File: config.mk
export PLATFORM = sky130hd
export DESIGN_NAME = mem_shuf_seq
export DESIGN_NICKNAME = d
export VERILOG_FILES = /design/src/rtl/mem_shuf_seq_pkg.sv /design/src/rtl/mem_shuf_seq_acc.sv /design/src/rtl/mem_shuf_seq.sv
export SDC_FILE = /design/constraint.sdc
export NUM_CORES = 1
export LEC_CHECK = 0
export BUFFER_PORTS_ARGS = -buffer_cell sky130_fd_sc_hd__buf_4
export CAP_MARGIN = 15
export CORE_AREA = 2 2 300 302
export CTS_BUF_LIST = sky130_fd_sc_hd__clkbuf_4
export CTS_CLUSTER_SIZE = 28
export DETAILED_ROUTE_END_ITERATION = 10
export DIE_AREA = 0 0 302 304
export GPL_ROUTABILITY_DRIVEN = 0
export PLACE_DENSITY = 0.43
export SYNTH_ARGS = -nofsm -noshare
export SYNTH_HDL_FRONTEND = slang
export SYNTH_SLANG_ARGS = --single-unit
File: constraint.sdc
create_clock -name clk_i -period 4.01 [get_ports clk_i]
set_input_delay 0.802 -clock clk_i [delete_from_list [all_inputs] [get_ports clk_i]]
set_output_delay 0.802 -clock clk_i [all_outputs]
set_load 0.05 [all_outputs]
File: src/rtl/mem_shuf_seq_pkg.sv
// Shared types, sizes and state encoding for the memory-load shuffle sequencer.
package mem_shuf_seq_pkg;

  localparam int unsigned NrLane           = 4;
  localparam int unsigned LogNrLane        = 2;
  localparam int unsigned VRFWordWidthB    = 8;
  localparam int unsigned LogVRFWordWidthB = 3;
  localparam int unsigned VlenW            = 32;
  localparam int unsigned TotalW           = 36;
  localparam int unsigned EndW             = TotalW + 1;
  localparam int unsigned BeatCntW         = EndW + 1 - LogVRFWordWidthB;

  typedef logic [8*VRFWordWidthB-1:0]  vrf_data_t;
  typedef logic [VRFWordWidthB-1:0]    vrf_strb_t;
  typedef logic [LogVRFWordWidthB-1:0] bytes_cnt_t;
  typedef logic [VlenW-1:0]            vlen_t;
  typedef logic [BeatCntW-1:0]         beat_cnt_t;

  typedef enum logic [1:0] {EW8 = 2'd0, EW16 = 2'd1, EW32 = 2'd2, EW64 = 2'd3} vew_e;

  typedef enum logic [1:0] {StIdle, StBeat, StFlush} state_e;

  // Number of memory words touched by bytes [0, end_b).
  function automatic beat_cnt_t calc_beats(logic [EndW-1:0] end_b);
    logic [EndW:0] rnd;
    rnd = {1'b0, end_b} + (EndW + 1)'(VRFWordWidthB - 1);
    return beat_cnt_t'(rnd >> LogVRFWordWidthB);
  endfunction

endpackage

File: src/rtl/mem_shuf_seq_acc.sv
// Per-lane byte accumulator: masked merge of shuffler output, cleared on writeback.
module mem_shuf_acc
  import mem_shuf_seq_pkg::*;
(
  input  logic      clk_i,
  input  logic      rst_ni,
  input  logic      merge_i,
  input  logic      clr_i,
  input  vrf_data_t shuf_data_i [NrLane],
  input  vrf_strb_t shuf_mask_i [NrLane],
  output vrf_data_t lane_data_o [NrLane],
  output vrf_strb_t lane_strb_o [NrLane]
);

  vrf_data_t data_q [NrLane];
  vrf_data_t data_d [NrLane];
  vrf_strb_t strb_q [NrLane];
  vrf_strb_t strb_d [NrLane];

  always_comb begin
    for (int l = 0; l < NrLane; l++) begin
      data_d[l] = data_q[l];
      strb_d[l] = strb_q[l];
      if (clr_i) begin
        data_d[l] = '0;
        strb_d[l] = '0;
      end else if (merge_i) begin
        for (int b = 0; b < VRFWordWidthB; b++) begin
          if (shuf_mask_i[l][b]) data_d[l][8*b +: 8] = shuf_data_i[l][8*b +: 8];
        end
        strb_d[l] = strb_q[l] | shuf_mask_i[l];
      end
    end
  end

  always_ff @(posedge clk_i or negedge rst_ni) begin
    if (!rst_ni) begin
      data_q <= '{default: '0};
      strb_q <= '{default: '0};
    end else begin
      data_q <= data_d;
      strb_q <= strb_d;
    end
  end

  assign lane_data_o = data_q;
  assign lane_strb_o = strb_q;

endmodule

File: src/rtl/mem_shuf_seq.sv
// Sequences memory beats through an external shuffler into per-lane writeback words.
// Optional MEM_SHUF_SEQ_STALL_CNT_EN adds stall_cnt_o counting back-pressured flush cycles.
module mem_shuf_seq
  import mem_shuf_seq_pkg::*;
(
  input  logic                 clk_i,
  input  logic                 rst_ni,
  input  logic                 req_valid_i,
  output logic                 req_ready_o,
  input  vlen_t                req_vl_i,
  input  vew_e                 req_sew_i,
  input  bytes_cnt_t           req_offset_i,
  input  logic                 mem_valid_i,
  output logic                 mem_ready_o,
  input  vrf_data_t            mem_data_i,
  output vrf_data_t            shuf_data_o,
  output logic [LogNrLane-1:0] shuf_sel_o,
  output logic                 shuf_first_o,
  output bytes_cnt_t           shuf_skip_first_o,
  output logic                 shuf_last_o,
  output bytes_cnt_t           shuf_skip_last_o,
  output vew_e                 shuf_sew_o,
  input  vrf_data_t            shuf_data_i [NrLane],
  input  vrf_strb_t            shuf_mask_i [NrLane],
  output logic                 lane_valid_o,
  input  logic                 lane_ready_i,
  output vrf_data_t            lane_data_o [NrLane],
  output vrf_strb_t            lane_strb_o [NrLane],
`ifdef MEM_SHUF_SEQ_STALL_CNT_EN
  output logic [31:0]          stall_cnt_o,
`endif
  output logic                 done_o
);

  state_e               state_q;
  vew_e                 sew_q;
  bytes_cnt_t           offset_q;
  bytes_cnt_t           end_mod_q;
  beat_cnt_t            beats_q;
  beat_cnt_t            beat_idx_q;
  logic [LogNrLane-1:0] sel_q;
  logic                 req_ready_q, mem_ready_q, lane_valid_q, done_q;

  logic              req_hs, beat_hs, flush_hs;
  logic              is_first, is_last;
  logic [TotalW-1:0] total;
  logic [EndW-1:0]   end_b;

  assign req_hs   = req_valid_i & req_ready_q;
  assign beat_hs  = mem_valid_i & mem_ready_q;
  assign flush_hs = lane_valid_q & lane_ready_i;
  assign total    = TotalW'(req_vl_i) << req_sew_i;
  assign end_b    = EndW'(req_offset_i) + EndW'(total);
  assign is_first = (beat_idx_q == '0);
  assign is_last  = (beat_idx_q == beats_q - beat_cnt_t'(1));

  assign shuf_data_o       = mem_data_i;
  assign shuf_sel_o        = sel_q;
  assign shuf_sew_o        = sew_q;
  assign shuf_first_o      = is_first;
  assign shuf_skip_first_o = is_first ? offset_q : '0;
  assign shuf_last_o       = is_last;
  // Bytes past the request end in the final word: (W - end mod W) mod W.
  assign shuf_skip_last_o  = is_last ? bytes_cnt_t'(~end_mod_q + bytes_cnt_t'(1)) : '0;

  always_ff @(posedge clk_i or negedge rst_ni) begin
    if (!rst_ni) begin
      state_q      <= StIdle;
      sew_q        <= EW8;
      offset_q     <= '0;
      end_mod_q    <= '0;
      beats_q      <= '0;
      beat_idx_q   <= '0;
      sel_q        <= '0;
      req_ready_q  <= 1'b0;
      mem_ready_q  <= 1'b0;
      lane_valid_q <= 1'b0;
      done_q       <= 1'b0;
    end else begin
      done_q <= 1'b0;
      unique case (state_q)
        StIdle: begin
          req_ready_q <= 1'b1;
          if (req_hs) begin
            sew_q      <= req_sew_i;
            offset_q   <= req_offset_i;
            end_mod_q  <= end_b[LogVRFWordWidthB-1:0];
            beats_q    <= calc_beats(end_b);
            beat_idx_q <= '0;
            sel_q      <= '0;
            if (req_vl_i == '0) begin
              done_q <= 1'b1;
            end else begin
              state_q     <= StBeat;
              req_ready_q <= 1'b0;
              mem_ready_q <= 1'b1;
            end
          end
        end
        StBeat: begin
          if (beat_hs) begin
            beat_idx_q <= beat_idx_q + beat_cnt_t'(1);
            sel_q      <= (sel_q == LogNrLane'(NrLane - 1)) ? '0 : sel_q + LogNrLane'(1);
            if (sel_q == LogNrLane'(NrLane - 1) || is_last) begin
              state_q      <= StFlush;
              mem_ready_q  <= 1'b0;
              lane_valid_q <= 1'b1;
            end
          end
        end
        StFlush: begin
          if (lane_ready_i) begin
            lane_valid_q <= 1'b0;
            if (beat_idx_q == beats_q) begin
              state_q     <= StIdle;
              done_q      <= 1'b1;
              req_ready_q <= 1'b1;
            end else begin
              state_q     <= StBeat;
              mem_ready_q <= 1'b1;
            end
          end
        end
        default: state_q <= StIdle;
      endcase
    end
  end

  assign req_ready_o  = req_ready_q;
  assign mem_ready_o  = mem_ready_q;
  assign lane_valid_o = lane_valid_q;
  assign done_o       = done_q;

  mem_shuf_acc u_acc (
    .clk_i       (clk_i),
    .rst_ni      (rst_ni),
    .merge_i     (beat_hs),
    .clr_i       (flush_hs),
    .shuf_data_i (shuf_data_i),
    .shuf_mask_i (shuf_mask_i),
    .lane_data_o (lane_data_o),
    .lane_strb_o (lane_strb_o)
  );

`ifdef MEM_SHUF_SEQ_STALL_CNT_EN
  logic [31:0] stall_cnt_q;

  always_ff @(posedge clk_i or negedge rst_ni) begin
    if (!rst_ni) begin
      stall_cnt_q <= '0;
    end else if (req_hs) begin
      stall_cnt_q <= '0;
    end else if (lane_valid_q && !lane_ready_i && stall_cnt_q != '1) begin
      stall_cnt_q <= stall_cnt_q + 32'd1;
    end
  end

  assign stall_cnt_o = stall_cnt_q;
`endif

endmodule

# Yosys cells after proc, flatten, opt, wreduce, memory -nomap -nowiden
# Index checks and enable logic that the tools add are counted.
# word_totals
register_bits,374
in_bits,394
output_inout_bits,368
word_cells,237
# classes
add_sub_neg,6
n_eq_ne,12
shifts,1
muxes,84
bitwise_logic,8
reduce_logical,79
# ops
cell,count
2-to-1 mux 64 bit,8
2-to-1 mux 8 bit,40
nonzero test 2 bit,36
== test 35 bit,2
2-to-1 mux 35 bit,2
one-hot mux 35 bit (2 select lines),1
AND reduction 2 bit,33
adder 37 x 3 -> 38 bit (second input constant),1
adder 3 x 36 -> 37 bit,1
left shift 32 x 2 -> 36 bit,1
adder 35 x 1 -> 35 bit (second input constant),1
zero test 35 bit,1
subtractor 35 x 1 -> 35 bit (second input constant),1
zero test 32 bit,1
OR 8 bit,4
2-to-1 mux 1 bit,17
2-to-1 mux 2 bit,8
!= test 2 bit (second input constant),7
AND reduction 7 bit,1
2-to-1 mux 3 bit,2
one-hot mux 1 bit (2 select lines),3
one-hot mux 2 bit (3 select lines),1
AND reduction 3 bit,2
AND reduction 5 bit,1
other kinds (12),15

# Depth between registers and ports, before layout
# Gate-level depths: netlist of run 1.
# depth
depth_word,6
ltp_mapped,23
mapped_depth_nobuf,14

# Cells and area by module
# A second synthesis of run 1 with hierarchy kept.
# hier_totals
cells_unflattened,2305
hier_area_um2,24166.9
# modules_own_cells
mod,instances,cells_each,area_each_um2,seq_area_each_um2
mem_shuf_acc,1,1277,15491.1,7206.9
mem_shuf_seq,1,1028,8675.8,2127.0

# Least setup slack after synthesis of run 1
# Ideal clock, no wire load.
# synth_path
path_kind,input to register
startpoint,in req_sew_i[0]
endpoint,reg beats_q[31]
setup_time_ns,0.082
arrival_ns,6.782
required_time_ns,3.928
path_slack_ns,-2.854
cell_stages,20
n_path_buf,7
cell_sequence,clkbuf_1 clkbuf_1 clkbuf_1 buf_1 clkbuf_1 clkbuf_1 buf_1 mux2i_1 or2_2 fa_1 nor2b_1 o221ai_1 nand4b_1 or4b_1 a32oi_1 o2111ai_1 nor4b_4 nand4_4 or3_1 a31oi_1
# synth_via
elab_chain_cells,3
# synth_rtl
element,line,text
from (decl),mem_shuf_seq.sv:11,"input vew_e req_sew_i,"
left shift 32 x 2 -> 36 bit,mem_shuf_seq.sv:52,assign total = TotalW'(req_vl_i) << req_sew_i;
adder 3 x 36 -> 37 bit,mem_shuf_seq.sv:53,assign end_b = EndW'(req_offset_i) + EndW'(total);
adder 37 x 3 -> 38 bit,mem_shuf_seq_pkg.sv:26,"rnd = {1'b0, end_b} + (EndW + 1)'(VRFWordWidthB - 1);"
to (signal assigned),mem_shuf_seq.sv:88,beats_q <= calc_beats(end_b);
to (decl),mem_shuf_seq.sv:39,beat_cnt_t beats_q;
# No other way between the ends.
# A chain may end at the register's enable or synchronous reset.

# Worst setup path in the final report of run 1
# layout_path
startpoint,reg beats_q[13]
endpoint,out shuf_skip_last_o[1]
# layout_via
elab_chain_cells,3
# layout_rtl
element,line,text
subtractor 35 x 1 -> 35 bit,mem_shuf_seq.sv:55,assign is_last = (beat_idx_q == beats_q - beat_cnt_t'(1));
== test 35 bit,mem_shuf_seq.sv:55,
2-to-1 mux 3 bit,mem_shuf_seq.sv:64,assign shuf_skip_last_o = is_last ? bytes_cnt_t'(~end_mod_q + bytes_cnt_t'(1)) : '0;
to (decl),mem_shuf_seq.sv:21,"output bytes_cnt_t shuf_skip_last_o,"
# No other way between the ends.

==> out/qor.yml, run 1 <==
outcome: "finished, violations left"
violations: "negative setup slack"
wl_per_cell_um: 21.08
p_leak_uw: 0.01430
final_area_um2: 30230
dpl_cell_area_um2: 27210
grt_pass1_vias: 20970
crit_path_start_kind: "flop"
vias: 20800
p_switching_uw: 8636
async_flop_share_pct: 100.0
grt-ovfl-total: 0
ctsHtreeMaxLevel: 3
synth-simple-area-share_pct: 25.18
synth_edf_count: 0
die_height_um: 304
die_x_um: 302
postSynthCellCount: 2358
finClkSkew_ns: 0.06318
max_slew_margin_pct: 46.94
synthTopCellsByArea: "dfrtp_1 47%, nand2_1 13%, a21oi_1 7.3%"
yosys-mux-area-fraction_pct: 3.708
fmax_ghz: 0.2106
internal_power_uw: 9507
grt_max_degree: 83
synth-compound-area-share_pct: 12.47
hold_violations: 0
ir_worst_vdd_uv: 441.8
synth.most_common_cell: "nand2_1"
drt_iter0_drc: 1155
power_frac_clock_pct: 19.9
rsz0062_at_grt: "yes"
cp.arrival_ns: 3.95
worstSkewPairLatency_ns: 0.97
synth_xor_area_share_pct: 5.597
setup_slack_ns: -0.7391
synth_nets: 2761
cts_sinks: 373
setup_viol: 4
drt-vias-per-instance: 4.569
cts_tree: "yes"
worst_pin_slew_ns: 0.7959
yosys.area.top_type: "dfrtp_1"
drc: 0
rows: 110
hp-class: "in -> reg"
required_ns: 3.21
r2r.worst_path.cells: 13
yosysSeqAreaShare_pct: 46.97
routed_wl_mm: 95.95
synth_adder_area_share_pct: 0.6044
combPwrFrac_pct: 50.3
yosysUniqueCellTypes: 80
start_util_pct: 22.32
ys.flop_type: "dfrtp_1"
clock_path_buffers: 3
die-area_um2: 91810
fin_crit_sh_pct: 118.4
numPortBuffers: 633
syn_area_um2: 19870
end_kind: "output port"
drive_gt1_share_pct: 34.34
cts-root-buf: "clkbuf_4"
layout_min_cycle_time_ns: 4.749
antenna_found_initial: 26
yosysWarnings: 0
avgSynthCellArea_um2: 8.428
cts.clk_slew.worst_paths_ns: 0.06
synth_top_area_share_pct: 46.97
nets: 3694
holdPathStages: 3
seq_power_share_pct: 29.9
design.core.area_um2: 89050
grt_pass1_wl_mm: 139.7
powerDensity_nw_per_um2: 600.2
synthTopCellsByCount: "671 x nand2_1, 373 x dfrtp_1, 290 x a21oi_1, 151 x nor2_1, 116 x clkbuf_1"
ant_nets: 0
cp_max_fo: 4
maxCapViolations: 0
timing.hold.ws_ns: 0.1055
swShare_pct: 47.60
hpwlAfterDp_mm: 75.50
syn2layout_area_growth_pct: 52.10
cts-buffers-inserted: 111
io_pins: 762
dp_cells: 4210
first_pass_iters: 5
synth_top_family_by_area: "simple AND/OR/NAND/NOR gates"
final_cells: 4552
critical_path_class: "reg -> out"
slew_viol_final: 0
synth-seq-cells: 373
grt_usage_pct: 20.35
cell usage in the layout (no fill, tap or decap), types with 6 or more instances in the layout:
cell type,n
nor2_1,147
nand3_1,36
dfrtp_1,371
nand3b_1,10
buf_12,10
nor3_2,7
nand2_1,671
buf_6,7
xor2_1,62
a211oi_1,6
and3_1,52
mux2_2,22
inv_1,20
o21ai_0,60
dlygate4sd3_1,138
o21ai_1,13
and4_1,6
nand4b_1,9
nor3_1,26
xnor2_1,65
nor4_1,28
and2_1,12
mux2i_1,38
clkinv_1,14
nor2b_1,7
nand4_1,30
or3_1,15
a31oi_1,14
buf_4,857
nor4_2,6
diode_2,15
clkbuf_4,160
a21oi_1,287
cell type report:
type                            instances  area, um^2
Antenna cell                           15       37.54
Clock buffer                          160        1201
Clock inverter                         23       117.6
Fill cell                            9504       58820
Inverter                               24       92.59
Multi-Input combinational cell       1765        9816
Sequential cell                       373        9336
Tap cell                             1176        1471
Timing Repair Buffer                 1016        8154
sequential cells by signal, summed over array words and instances, names as in the netlist:
| name | count |
|---|---|
| u_acc.lane_data_o | 256 |
| beat_idx_q | 35 |
| beats_q | 34 |
| u_acc.lane_strb_o | 32 |
| end_mod_q | 3 |
| offset_q | 3 |
| shuf_sel_o | 2 |
| shuf_sew_o | 2 |
| state_q | 2 |
| done_o | 1 |
| lane_valid_o | 1 |
| mem_ready_o | 1 |
| req_ready_o | 1 |
power groups by stage:
stage               Combinational [uW]  Sequential [uW]  Clock (uW)
finish                            9120             5420        3610
global placement                  8890             5430           0
global route                      9700             5540        3960
CTS                               9080             5410        3760
floorplan                         2800             8100           0
detailed placement                8870             5470           0
worst paths after layout:
check | start | slack [ns] | end
min | shuf_data_i[53] | 0.11 | u_acc.lane_data_o[53]
max | beats_q[13] | -0.74 | shuf_skip_last_o[1]
min reg2reg | shuf_sew_o[1] | 0.49 | shuf_sew_o[1]
min in group asynchronous | rst_ni | 0.43 | u_acc.lane_data_o[43]
max reg2reg | beats_q[13] | 0.69 | state_q[1]
max in group asynchronous | rst_ni | 2.62 | u_acc.lane_data_o[118]
through the flow:
step / TNS [ns] / setup WS [ns] / util (%) / power [uW]
after global placement: -9.845 / -0.6906 / 30.56 / 14330
after CTS: -3.667 / -0.9624 / 33.74 / 18250
after floorplan: -26.56 / -1.613 / - / 10890
after detailed placement: -11.41 / -0.7499 / 30.56 / 14340
final: -2.788 / -0.7391 / 33.94 / 18140
after global routing: -3.529 / -0.9259 / 33.93 / 19190
logic make-up (layout without fill, tap and decap cells):
kind of cell             Yosys count  in the layout
multiplexers                      66             66
AND/OR/NAND/NOR                 1117           1117
adder cells (fa/ha/maj)            9              9
flip-flops                       373            373
AO/OA/AOI/OAI                    446            446
other                              0             15
XOR/XNOR                         127            127
buffers and inverters            220           1223
layer usage:
| metal | up-vias | wire [um] | track usage, % |
|---|---|---|---|
| met4 | 6 | 3364 | 7.898 |
| li1 | 9924 | - | - |
| met2 | 699 | 46760 | 34.92 |
| met1 | 9992 | 38290 | 23.70 |
| met3 | 176 | 7350 | 5.833 |
| met5 | - | 176 | 1.164 |
worst max-delay path, cell delays in order (launching register included):
cell and delay, ns:
dfrtp_1 0.37, or4_4 0.56, nor4_4 0.23, buf_4 0.19
and3_4 0.18, nand3_2 0.09, or3b_4 0.42, a31oi_4 0.20
a2bb2oi_2 0.17, nand4_1 0.15, buf_6 0.18, inv_4 0.05
and2_4 0.13, buf_8 0.14
what timing repair did:
| item | CTS | global route |
|---|---|---|
| hold buffers | 138 | 0 |
| resized for setup | 22 | 25 |
| pin swaps | 11 | 10 |
| cloned | 0 | 0 |
| endpoints found under the setup margin | 7 | 7 |
| endpoints found under the hold margin | 211 | 0 |
| buffers inserted | 4 | 2 |
Note: power is estimated with default switching activity, not from simulation.
==> run 2, diff against run 1 <==
- TNS_END_PERCENT: not set -> 50
==> out/qor.yml, run 2 (synthesized netlist as in run 1, its figures left out) <==
outcome: "finished, violations left"
violations: "negative setup slack"
design.core.area_um2: 89050
grt_pass1_vias: 19910
fmax_ghz: 0.2106
grt_max_degree: 81
crit_end: "shuf_skip_last_o[1]"
mostFrequentLayoutCells: "857 x buf_4, 671 x nand2_1, 372 x dfrtp_1"
routed_wl_mm: 94.66
first_pass_iters: 5
seq_area_um2: 9335
multiInputGateArea_um2: 9724
final_area_um2: 28780
drt-vias-per-instance: 4.554
start_util_pct: 22.32
r2r.worst_path.cells: 14
nets: 3557
dp_cells: 4208
worstSkewPairLatency_ns: 0.88
finClkSkew_ns: 0.06126
dpl_cell_area_um2: 27100
final_cells: 4420
cp-startpoint: "beats_q[11]"
wl_per_cell_um: 21.42
fin_crit_sh_pct: 118.4
ctsHtreeMaxLevel: 3
worst-r2r-setup-slack_ns: 0.66
final_util_pct: 32.32
ant_nets: 0
cpMostUsedCell: "buf_6"
cp_max_fo: 5
required_ns: 3.21
end_kind: "output port"
rows: 110
die_height_um: 304
antenna_found_initial: 34
p_leak_uw: 0.01372
layout_min_cycle_time_ns: 4.749
rsz0062_at_grt: "yes"
numPortBuffers: 633
drc: 0
worst_pin_slew_ns: 0.8594
fill_cells: 9670
timing.hold.ws_ns: 0.1339
clock_path_buffers: 3
ir_worst_vdd_uv: 445.8
setup_slack_ns: -0.7387
io_pins: 762
die-area_um2: 91810
slew_viol_final: 0
grt-ovfl-total: 0
largest_reg_flops: 256
cp_cell_sequence: "or4_4, nor4_4, buf_4, buf_6, and3_4, nand3_2, or3b_1, a31oi_1, a2bb2oi_1, nand4_1, buf_6, inv_4, and2_4, buf_8"
r2r_start: "beats_q[11]"
worst_path_largest_cell_delay_ns: 0.56
drive_gt1_share_pct: 35.33
drt_iter0_drc: 1179
cts.clk_slew.worst_paths_ns: 0.07
critical_path_class: "reg -> out"
setup_viol: 4
max_slew_margin_pct: 42.71
hp-class: "in -> reg"
grt_usage_pct: 19.95
die_x_um: 302
hpwlAfterDp_mm: 76.00
vias: 20130
cts_sinks: 373
cp.arrival_ns: 3.95
hold_violations: 0
grt_pass1_wl_mm: 136.4
place_ws_ns: -0.7416
cts-buffers-inserted: 112
syn2layout_area_growth_pct: 44.83
cts_tree: "yes"
powerDensity_nw_per_um2: 619.7
worstReg2RegEnd: "state_q[1]"
layout_commonest_cell: "buf_4"
maxCapViolations: 0
cts-root-buf: "clkbuf_4"
crit_path_top_delay_cell: "or4_4"
crit_path_start_kind: "flop"
run 2: cell count changes in the layout (fill, tap and decap cells not counted), sizes merged:
cell / before / now
dlygate4sd3: 138 / 1
clkbuf: 160 / 161
clkinvlp: 2 / 1
buf: 878 / 877
inv: 28 / 27
clkinv: 17 / 27
diode: 15 / 12
run 2: where the power goes:
part	leakage (uW)	total, uW	switching (uW)	internal [uW]
combinational	0.00799	8820	6040	2790
clock	0.000815	3620	1770	1840
sequential	0.00492	5400	654	4740
total	0.0137	17800	8470	9370
run 2: worst max-delay path, delay by kind of cell (launching register included):
kind | cells | cell delay [ns]
compound gates | 2 | 0.44
flops | 1 | 0.38
simple gates | 7 | 1.69
buf+inv | 5 | 0.63
run 2: how the worst min path moves through the flow:
stage,startpoint,endpoint,slack [ns],cells after the start
2_1_floorplan,offset_q[0],offset_q[0],0.44,2
3_3_place_gp,offset_q[0],offset_q[0],0.46,2
3_5_place_dp,offset_q[2],offset_q[2],0.46,2
4_1_cts,shuf_data_i[249],u_acc.lane_data_o[249],0.01,3
5_1_grt,shuf_data_i[234],u_acc.lane_data_o[234],0.03,3
6_report,shuf_data_i[47],u_acc.lane_data_o[47],0.13,3
run 2: repair_timing:
action                                  4_1_cts  5_1_grt
hold buffers                                  1        0
hold endpoints to repair                     73        0
gates resized for setup                      27       20
buffers inserted                              5        2
endpoints found under the setup margin        7       10
pin swaps                                     5        8
cloned                                        0        0
run 2: final cells by class:
cell class / instances / area share [%]
inverters: 24 / 0.3217
well taps: 1176 / 5.112
repair buffers: 878 / 23.48
multi-input cells: 1765 / 33.79
clock buffers: 161 / 4.199
clock inverters: 31 / 0.5608
diodes: 12 / 0.1043
flip-flops and latches: 373 / 32.43
run 2: per-stage QoR:
stage | total power (uW) | setup TNS (ns)
after floorplan | 10830 | -28.37
after global placement | 14200 | -9.762
after detailed placement | 14200 | -10.47
after CTS | 18010 | -3.210
after global routing | 18900 | -3.728
final | 17840 | -2.847
run 2: per-layer routing:
| layer | share of wire (%) | routed length [um] | global-route usage (%) |
|---|---|---|---|
| met5 | 0.28 | 263 | 0.9524 |
| met2 | 48 | 45740 | 33.26 |
| met3 | 9.3 | 8813 | 7.618 |
| met1 | 40 | 38150 | 23.80 |
| met4 | 1.8 | 1696 | 5.353 |
